$ cat config.mk
export PLATFORM = sky130hd
export DESIGN_NAME = ahblite_slave_mux
export DESIGN_NICKNAME = d
export VERILOG_FILES = /design/src/rtl/ahblite_slave_mux.sv
export SDC_FILE = /design/constraint.sdc
export NUM_CORES = 1
export LEC_CHECK = 0
export ABC_AREA = 1
export BUFFER_PORTS_ARGS = -buffer_cell sky130_fd_sc_hd__buf_2
export CAP_MARGIN = 15
export CELL_PAD_IN_SITES_DETAIL_PLACEMENT = 0
export CELL_PAD_IN_SITES_GLOBAL_PLACEMENT = 1
export CORE_ASPECT_RATIO = 1.1
export CORE_UTILIZATION = 24
export DETAILED_ROUTE_END_ITERATION = 10
export PLACE_DENSITY_LB_ADDON = 0.1
export SLEW_MARGIN = 15
export SYNTH_ARGS = -nofsm -noshare
export SYNTH_HDL_FRONTEND = slang
export SYNTH_SLANG_ARGS = --single-unit
$ cat constraint.sdc
create_clock -name HCLK -period 1.8 [get_ports HCLK]
set_input_delay 0 -clock HCLK [delete_from_list [all_inputs] [get_ports HCLK]]
set_output_delay 0 -clock HCLK [all_outputs]
set_load 0.005 [all_outputs]
$ cat src/rtl/ahblite_slave_mux.sv
// AHB-Lite data-phase response multiplexer with built-in default slave.
// Address-phase selects are registered on HREADY; the selected slave's
// response is forwarded combinationally during the data phase. Unmapped
// active transfers are answered with a two-cycle ERROR by the default slave.
module ahblite_slave_mux #(
  parameter bit P0_EN = 1'b1,
  parameter bit P1_EN = 1'b1,
  parameter bit P2_EN = 1'b1,
  parameter bit P3_EN = 1'b1,
  parameter bit P4_EN = 1'b1
) (
  input  logic        HCLK,
  input  logic        HRESETn,
  input  logic        HREADY,
  input  logic [1:0]  HTRANS,
  input  logic        P0_HSEL,
  input  logic [31:0] P0_HRDATA,
  input  logic        P0_HREADYOUT,
  input  logic        P0_HRESP,
  input  logic        P1_HSEL,
  input  logic [31:0] P1_HRDATA,
  input  logic        P1_HREADYOUT,
  input  logic        P1_HRESP,
  input  logic        P2_HSEL,
  input  logic [31:0] P2_HRDATA,
  input  logic        P2_HREADYOUT,
  input  logic        P2_HRESP,
  input  logic        P3_HSEL,
  input  logic [31:0] P3_HRDATA,
  input  logic        P3_HREADYOUT,
  input  logic        P3_HRESP,
  input  logic        P4_HSEL,
  input  logic [31:0] P4_HRDATA,
  input  logic        P4_HREADYOUT,
  input  logic        P4_HRESP,
  output logic [31:0] HRDATA,
  output logic        HREADYOUT,
  output logic        HRESP,
  output logic [7:0]  ERR_CNT
);

  // One-hot data-phase owner
  typedef enum logic [6:0] {
    SEL_NONE = 7'b0000001,
    SEL_P0   = 7'b0000010,
    SEL_P1   = 7'b0000100,
    SEL_P2   = 7'b0001000,
    SEL_P3   = 7'b0010000,
    SEL_P4   = 7'b0100000,
    SEL_DEF  = 7'b1000000
  } sel_t;

  typedef enum logic [1:0] {
    DS_IDLE = 2'd0,
    DS_ERR1 = 2'd1,
    DS_ERR2 = 2'd2
  } ds_t;

  logic [4:0] en_sel;
  logic       trans_active;
  sel_t       sel_d;
  sel_t       sel_q;
  logic       def_hit;
  ds_t        ds_q;
  ds_t        ds_d;
  logic       ds_ready;
  logic       ds_resp;
  logic       err_inc;

  assign en_sel = {P4_HSEL & P4_EN, P3_HSEL & P3_EN, P2_HSEL & P2_EN,
                   P1_HSEL & P1_EN, P0_HSEL & P0_EN};

  // NONSEQ or SEQ
  assign trans_active = (HTRANS == 2'b10) || (HTRANS == 2'b11);

  // Address-phase decode: lowest enabled port wins, else default slave or none
  always_comb begin
    sel_d = SEL_NONE;
    if      (en_sel[0])    sel_d = SEL_P0;
    else if (en_sel[1])    sel_d = SEL_P1;
    else if (en_sel[2])    sel_d = SEL_P2;
    else if (en_sel[3])    sel_d = SEL_P3;
    else if (en_sel[4])    sel_d = SEL_P4;
    else if (trans_active) sel_d = SEL_DEF;
  end

  assign def_hit = (sel_d == SEL_DEF);

  // Data-phase owner register, advances only when the bus is ready
  always_ff @(posedge HCLK or negedge HRESETn) begin
    if (!HRESETn)    sel_q <= SEL_NONE;
    else if (HREADY) sel_q <= sel_d;
  end

  // Default-slave state register
  always_ff @(posedge HCLK or negedge HRESETn) begin
    if (!HRESETn) ds_q <= DS_IDLE;
    else          ds_q <= ds_d;
  end

  // Default-slave next state and two-cycle ERROR response
  always_comb begin
    ds_d     = ds_q;
    ds_ready = 1'b1;
    ds_resp  = 1'b0;
    err_inc  = 1'b0;
    unique case (ds_q)
      DS_IDLE: begin
        if (HREADY && def_hit) begin
          ds_d    = DS_ERR1;
          err_inc = 1'b1;
        end
      end
      DS_ERR1: begin
        ds_ready = 1'b0;
        ds_resp  = 1'b1;
        ds_d     = DS_ERR2;
      end
      DS_ERR2: begin
        ds_resp = 1'b1;
        if (HREADY && def_hit) begin
          ds_d    = DS_ERR1;
          err_inc = 1'b1;
        end else begin
          ds_d = DS_IDLE;
        end
      end
      default: ds_d = DS_IDLE;
    endcase
  end

  // Saturating default-slave hit counter
  always_ff @(posedge HCLK or negedge HRESETn) begin
    if (!HRESETn)                        ERR_CNT <= '0;
    else if (err_inc && ERR_CNT != '1)   ERR_CNT <= ERR_CNT + 8'd1;
  end

  // Response mux from the registered data-phase owner
  always_comb begin
    HRDATA    = '0;
    HREADYOUT = 1'b1;
    HRESP     = 1'b0;
    unique case (sel_q)
      SEL_P0:  begin HRDATA = P0_HRDATA; HREADYOUT = P0_HREADYOUT; HRESP = P0_HRESP; end
      SEL_P1:  begin HRDATA = P1_HRDATA; HREADYOUT = P1_HREADYOUT; HRESP = P1_HRESP; end
      SEL_P2:  begin HRDATA = P2_HRDATA; HREADYOUT = P2_HREADYOUT; HRESP = P2_HRESP; end
      SEL_P3:  begin HRDATA = P3_HRDATA; HREADYOUT = P3_HREADYOUT; HRESP = P3_HRESP; end
      SEL_P4:  begin HRDATA = P4_HRDATA; HREADYOUT = P4_HREADYOUT; HRESP = P4_HRESP; end
      SEL_DEF: begin HREADYOUT = ds_ready; HRESP = ds_resp; end
      default: ;
    endcase
  end

endmodule
Yosys cells after proc, flatten, opt, wreduce, memory -nomap -nowiden

Cells that the tools add are included.

Register bits: 17
Input bits: 180
Output and inout port bits: 42
Word-level logic and storage cells: 39

$add $sub $neg: 1
Eq/ne operators: 13
Muxes and demuxes: 16
Reduce and logical (&&, ||, !) cells: 6

Operator list:

| cell                | count |
|---|---|
| $pmux 32 s5         | 1 |
| $mux 7              | 6 |
| $eq 7x7->1 const B  | 2 |
| $pmux 1 s6          | 2 |
| $add 8x1->8 const B | 1 |
| $ne 8x8->1 const B  | 1 |
| $eq 7x2->1 const B  | 1 |
| $eq 7x3->1 const B  | 1 |
| $eq 7x4->1 const B  | 1 |
| $eq 7x5->1 const B  | 1 |
| $eq 7x6->1 const B  | 1 |
| $eq 2x2->1 const B  | 3 |
| $pmux 2 s3          | 1 |
| $mux 1              | 5 |
| $reduce_or 2->1     | 2 |
| $eq 2x1->1 const B  | 1 |
| $logic_and 1x1->1   | 2 |
| $logic_not 2->1     | 1 |
| $mux 2              | 1 |
| $ne 2x2->1 const B  | 1 |
| $logic_or 1x1->1    | 1 |

Depth between registers and ports, before layout

Gate-level depths: netlist of run 1.

Depth in word-level cells: 13
Depth in mapped cells: 8
Mapped depth without buffers: 7

Worst setup path after synthesis of run 1

OpenSTA, ideal clock, no wires.

Kind: register to register
Start point: register ds_q[0]
End point: register ERR_CNT[6]
Arrival: 1.220 ns
Slack: 0.515 ns
Cell stages (with the launch flop): 8
Buffers on the path: 0
Path through: dfrtp_1 -> inv_1 -> ha_1 -> nor2_1 -> nor2_8 -> nand2_4 -> nand2_1 -> nand2_1

Word-level cells in the longest chain between the ends: 4
Elaborated cells between the ends (all ways): 5

Ends and longest elaborated chain:

| what                                                 | RTL line | text |
|---|---|---|
| start: declaration                                   | 64       | `ds_t ds_q;` |
| start signal: assignment                             | 98       | `else ds_q <= ds_d;` |
| $eq 2x2->1 / $logic_not 2->1 (equally long branches) | 107      | `unique case (ds_q)` |
| $reduce_or 2->1 (no source line) *                   | -        |  |
| $mux 1 *                                             | -        |  |
| $logic_and 1x1->1 *                                  | 135      | `else if (err_inc && ERR_CNT != '1) ERR_CNT <= ERR_CNT + 8'd1;` |
| end signal: assignment                               | 135      |  |
| end: declaration                                     | 39       | `output logic [7:0] ERR_CNT` |

Every way passes the cells marked *; elsewhere a longest branch is shown, timed or not.
A chain may end at the register's enable or synchronous reset.

Final worst setup path of run 1

Start point: register sel_q[0]
End point: output HRDATA[2]

Word-level cells in the longest chain between the ends: 2
Elaborated cells between the ends (all ways): 6

Ends and longest elaborated chain:

| what                               | RTL line | text |
|---|---|---|
| start: declaration                 | 62       | `sel_t sel_q;` |
| start signal: assignment           | 92       | `else if (HREADY) sel_q <= sel_d;` |
| $eq 7x6->1 (tied with other cells) | 143      | `unique case (sel_q)` |
| $pmux 32 s5 *                      | 143      |  |
| end: declaration                   | 36       | `output logic [31:0] HRDATA,` |

Marked as above.

==> run metrics, run 1 <==
DIE AREA 11300 µm²; minimum clock period 1730 ps; Clock Latency Late Sink 250 ps; Power Internal 0.00111 W; Initial Util 0.249; Tcrit/Tclk final 0.962; commonest non-fill, non-tap cells in the layout nand2_1 (240), buf_2 (220), inv_1 (49); CP peak stage delay 550 ps; CP Class reg -> out; GRT overflow 0; gpl congestion 0.795; Ports 222; DP Cell Count 799; fraction of layout cells with a size suffix above 1 0.434; CP delay by family, top flip-flops; Vias/cell 4.38; H-tree levels 1; Routed Antenna Nets 0; Critical Path AT 1730 ps; worst path bufs/invs 4; gr busiest metal met2; Seq/Total Area, Yosys 0.163; clk root buf clkbuf_16; outcome finished with violations; cell area after layout 4170 µm²; Max-cap violations 0; sequential share of power 0.261; endpoints failing setup 0; Synth Cell Area 2610 µm²; Syn. warnings 0; Vias 3579; DRT Wirelength 11500 µm; CTS tree yes; maximum vdd drop 0.521 mV; fmax 0.578 GHz; pre-CTS WS 297 ps; Pre-antenna DRT Iters 4; switching portion of total power 0.342; clk_skew 1.24 ps; core area 10500 µm²; unique cell type count in the Yosys netlist 28; die width 102 µm; total track usage 0.183; Worst-path clk slew 50 ps; clk sinks 17; Min Hold Slack -0.157 ps; vias in the first global route 3332; routed len/inst 14.0 µm; Remaining DRCs 0; # rows 39; P_sw 0.000577 W; cells along the critical path nor2_4 > nand2_4 > nor2_4 > buf_12 > clkbuf_16 > nand2_1 > nand2_1 > inv_1 > nand4_2 > buf_2; CTS Buffer Depth 2; Final nets 860; Final Util 0.397; GR Util met1 0.201; CP startpoint kind register; dpl hpwl 8730 µm; first-pass GRT wire length 16400 µm; fin cells 818; Leakage 2.30 nW; Slowest-stage cell, CP dfstp_2; Fin. Hold Viols 1; Max-slew headroom 0.730; met3 usage 0.0421; failing checks hold timing; met2 Track Usage GR 0.355; worst min path class in -> reg; Area growth, synth to finish 59.5%; #FFs+latches synth 17; largest net degree at the start of global routing 35; CP max FO 7; drt initial violations 97; worst-margin pin slew 406 ps; Logic pwr share 0.477; critical path endpoint category output pin; flop-to-flop setup slack 360 ps; initial antenna violation count 2; IO Port Bufs 220; die height 111 µm; Post-Syn Area per Cell 5.87 µm²; Slew Limit Fails 0; most common cell after layout, fill and taps aside nand2_1; Clock Power Share 0.261; Data required, critical path 1800 ps; Pwr Density 404 nW/µm²; CTS buffer count 3; syn nets 631; Setup WS post-layout 68.6 ps; DP Area 3880 µm²; cells after synthesis 445
-- routing by layer --
layer / part of all wire / vias up
li1: - / 1849
met1: 0.40 / 1591
met2: 0.51 / 127
met3: 0.074 / 12
met4: 0.0083 / 0
met5: 0 / -
-- cell usage after synthesis, drive strengths merged --
master,n,area [µm²]
nand2,244,931
inv,54,203
nand4,35,397
nor2,28,188
nand3,27,165
buf,16,116
dfrtp,16,400
ha,6,75.1
o21ai,4,20.0
a21oi,3,15.0
o22ai,3,18.8
nor3,2,10.0
nor3b,2,15.0
xor2,2,17.5
dfstp,1,26.3
o21a,1,7.51
xnor2,1,8.76
-- worst min-delay path, delay by kind of cell --
kind | cells | cell delay (ps)
simple gates | 1 | 50
compound gates | 1 | 60
buf+inv | 1 | 100
-- repair_timing --
| action | CTS | global route |
|---|---|---|
| hold buffers | 1 | 0 |
| resized for setup | 0 | 6 |
| buffers inserted | 0 | 7 |
| setup endpoints to repair | 0 | 31 |
| endpoints found under the hold margin | 16 | 0 |
-- power groups by stage --
stage               sequential [W]  combinational, W  clock, W
finish                    0.000440          0.000804  0.000440
detailed placement        0.000445          0.000790         0
global route              0.000444          0.000900  0.000463
CTS                       0.000439          0.000796  0.000448
global placement          0.000445          0.000784         0
floorplan                 0.000442          0.000393         0
-- state kept, by name, indices dropped and copies added (netlist names) --
register,cells
ERR_CNT,8
ds_q,2
sel_q,7
-- final timing paths --
| check | from | cells after the start | to |
|---|---|---|---|
| max in group asynchronous | HRESETn | 2 | sel_q[0] |
| worst min-delay path | P1_HSEL | 3 | sel_q[2] |
| min in group asynchronous | HRESETn | 2 | ds_q[1] |
| worst max-delay path | sel_q[0] | 10 | HRDATA[2] |
| worst max register to register | ds_q[0] | 7 | ERR_CNT[6] |
| worst min register to register | ERR_CNT[1] | 2 | ERR_CNT[1] |
-- through the flow --
stage / power, W / setup TNS (ps)
2_1_floorplan: 0.000835 / 0
3_3_place_gp: 0.00123 / 0
3_5_place_dp: 0.00124 / 0
4_1_cts: 0.00168 / 0
5_1_grt: 0.00181 / -158
6_report: 0.00168 / 0
-- cell type report --
class | instances | area [µm²]
diodes | 2 | 5.00
clock buffers | 4 | 78.8
fillers | 1161 | 6320
inverters | 54 | 203
multi-input cells | 358 | 1880
flip-flops and latches | 17 | 427
well taps | 143 | 179
repair buffers | 240 | 1400
-- cells by family (layout without fill, tap and decap cells) --
| family | count (synthesis) | after routing | share of synthesized area |
|---|---|---|---|
| AO/OA/AOI/OAI | 11 | 11 | 0.0235 |
| XOR/XNOR | 3 | 3 | 0.0101 |
| adder cells (fa/ha/maj) | 6 | 6 | 0.0287 |
| buffers and inverters | 70 | 298 | 0.122 |
| flip-flops | 17 | 17 | 0.163 |
| other | 0 | 2 | 0 |
| AND/OR/NAND/NOR | 338 | 338 | 0.652 |
(Power assumes the default switching activity.)
==> inputs of run 2 (changes only) <==
--- a/config.mk
+++ b/config.mk
@@ -14,6 +14,7 @@
 export CORE_UTILIZATION = 24
 export DETAILED_ROUTE_END_ITERATION = 10
 export PLACE_DENSITY_LB_ADDON = 0.1
+export SETUP_SLACK_MARGIN = 0.4
 export SLEW_MARGIN = 15
 export SYNTH_ARGS = -nofsm -noshare
 export SYNTH_HDL_FRONTEND = slang
==> run 2 against run 1 <==
  * The run still ends with hold timing left
  * Register-to-register slack improved by 100 ps
  * Critical path depth unchanged
  * Sequential power hardly changed
  * Largest power group unchanged
==> run metrics, run 2 (synthesized netlist as in run 1, its figures left out) <==
outcome finished with violations; failing checks hold timing; Vias/cell 4.40 (+0.65%); CP peak stage delay 430 ps (-120 ps); Fin. Hold Viols 1 (unchanged); endpoints failing setup 0 (unchanged); CTS buffer count 3 (unchanged); Worst-path clk slew 50 ps (about the same); Pwr Density 402 nW/µm² (-0.46%); DRT Wirelength 11900 µm (+4.0%); core area 10500 µm² (unchanged); Tot Pwr 0.00179 W (+6.5%); clk sinks 17 (unchanged); flop-to-flop setup slack 460 ps (+100 ps); Data required, critical path 1800 ps (about the same); first-pass GRT wire length 17100 µm (+4.5%); Initial Util 0.249 (unchanged); CTS Buffer Depth 2 (unchanged); IO Port Bufs 220 (unchanged); CP startpoint kind register; dpl hpwl 8730 µm (unchanged); Most common cell on crit path nand2_1; maximum vdd drop 0.560 mV (+7.5%); die width 102 µm (unchanged); Pre-antenna DRT Iters 4 (unchanged); worst min path class in -> reg; Slowest-stage cell, CP dfrtp_2; Critical Path AT 1730 ps (about the same); max FFs per register 8 (unchanged); Tcrit/Tclk final 0.960 (-0.00172); Leakage 2.41 nW (+4.8%); initial antenna violation count 2 (unchanged); Clock Latency Late Sink 250 ps (about the same); Remaining DRCs 0 (unchanged); Final nets 874 (+1.6%); Area growth, synth to finish 70.6%; commonest non-fill, non-tap cells in the layout nand2_1 (222), buf_2 (219), inv_1 (46); Fill cells 1140 (-1.8%); DIE AREA 11300 µm² (unchanged); Final Util 0.425 (+0.0278); total track usage 0.192 (+0.00899); worst path bufs/invs 4 (unchanged); critical path endpoint category output pin; vias in the first global route 3438 (+3.2%); Max-slew headroom 0.732 (+0.00283); routed len/inst 14.3 µm (+2.2%); RSZ-0062 raised after global routing true; Slew Limit Fails 0 (unchanged); Routed Antenna Nets 0 (unchanged); fmax 0.579 GHz (+0.18%); pre-CTS WS 297 ps (unchanged); Top reg by flops ERR_CNT; worst-margin pin slew 401 ps (-4.25 ps); clk_skew 1.55 ps (+0.312 ps); largest net degree at the start of global routing 35 (unchanged); minimum clock period 1730 ps (-3.09 ps); drt initial violations 111 (+14%); DP Area 3880 µm² (unchanged); Vias 3664 (+2.4%); die height 111 µm (unchanged); CP delay by family, top simple AND/OR/NAND/NOR gates; H-tree levels 1 (unchanged); most common cell after layout, fill and taps aside nand2_1; CP max FO 7 (unchanged); CTS tree yes; # rows 39 (unchanged); gpl congestion 0.795 (unchanged); largest registers ERR_CNT (8), sel_q (7), ds_q (2); CP Class reg -> out; DP Cell Count 799 (unchanged); cell area after layout 4460 µm² (+7.0%); fraction of layout cells with a size suffix above 1 0.488 (+0.0537); cells along the critical path nor2_4 > nand2_4 > buf_12 > nor2_8 > buf_4 > nand2_1 > nand2_1 > inv_1 > nand4_2 > buf_2; clk root buf clkbuf_16; Setup WS post-layout 71.7 ps (+3.09 ps); Ports 222 (unchanged); GRT overflow 0 (unchanged); Min Hold Slack -1.89 ps (-1.73 ps); fin cells 832 (+1.7%); Max-cap violations 0 (unchanged)
-- run 2: cell count changes in the layout (fill, tap and decap cells not counted), moves of 4 or more --
cell and change:
buf_4 +6, nand2_2 +15, nand2_1 -18, nor2_4 +4
-- run 2: power breakdown --
group          leakage (nW)  switching, W  internal, W
clock                0.0382      0.000137     0.000300
sequential            0.223     0.0000246     0.000412
combinational          2.15      0.000461     0.000460
-- run 2: stage by stage --
stage | hold WS (ps) | setup TNS [ps]
4_1_cts | 0.801 | 0
3_5_place_dp | -46.0 | 0
5_1_grt | 35.0 | -70.1
6_report | -1.89 | 0
3_3_place_gp | -44.4 | 0
2_1_floorplan | -296 | 0
-- run 2: area by class of cell --
cell class | instances | area (µm²) | share of cell area
multi-input cells | 360 | 2000 | 0.448
repair buffers | 252 | 1570 | 0.351
flip-flops and latches | 17 | 429 | 0.0962
inverters | 54 | 203 | 0.0455
well taps | 143 | 179 | 0.0401
clock buffers | 4 | 78.8 | 0.0177
diodes | 2 | 5.00 | 0.00112
-- run 2: final timing paths --
check,startpoint,end,cells past startpoint
min in group asynchronous,HRESETn,sel_q[1],2
max in group asynchronous,HRESETn,sel_q[0],2
hold reg to reg,ds_q[0],ds_q[0],2
setup reg to reg,ERR_CNT[1],ERR_CNT[6],7
setup / recovery,sel_q[2],HRDATA[2],10
hold / removal,P1_HSEL,sel_q[2],3
-- run 2: repair_timing --
item                                   in CTS  in global routing
setup endpoints to repair                  42                 43
cloned                                      3                  4
endpoints found under the hold margin      16                  0
pin swaps                                   6                 14
hold buffers                                1                  0
resized for setup                          10                 40
buffers inserted                           16                  3
-- run 2: worst register-to-register path, cell delays in order (launching register included) --
cell and delay (ps):
dfrtp_1 360, ha_2 230, nand3_4 110, nor2_4 160, nand3_4 130, nand2_4 150
nand2_1 60, nand2_1 70
-- run 2: metal layers --
metal | vias up | share of wire | global-route usage
li1 | 1883 | - | -
met1 | 1653 | 0.40 | 0.216
met2 | 121 | 0.52 | 0.369
met3 | 7 | 0.075 | 0.0427
met4 | 0 | 0.0065 | 0.0242
met5 | - | 0 | 0
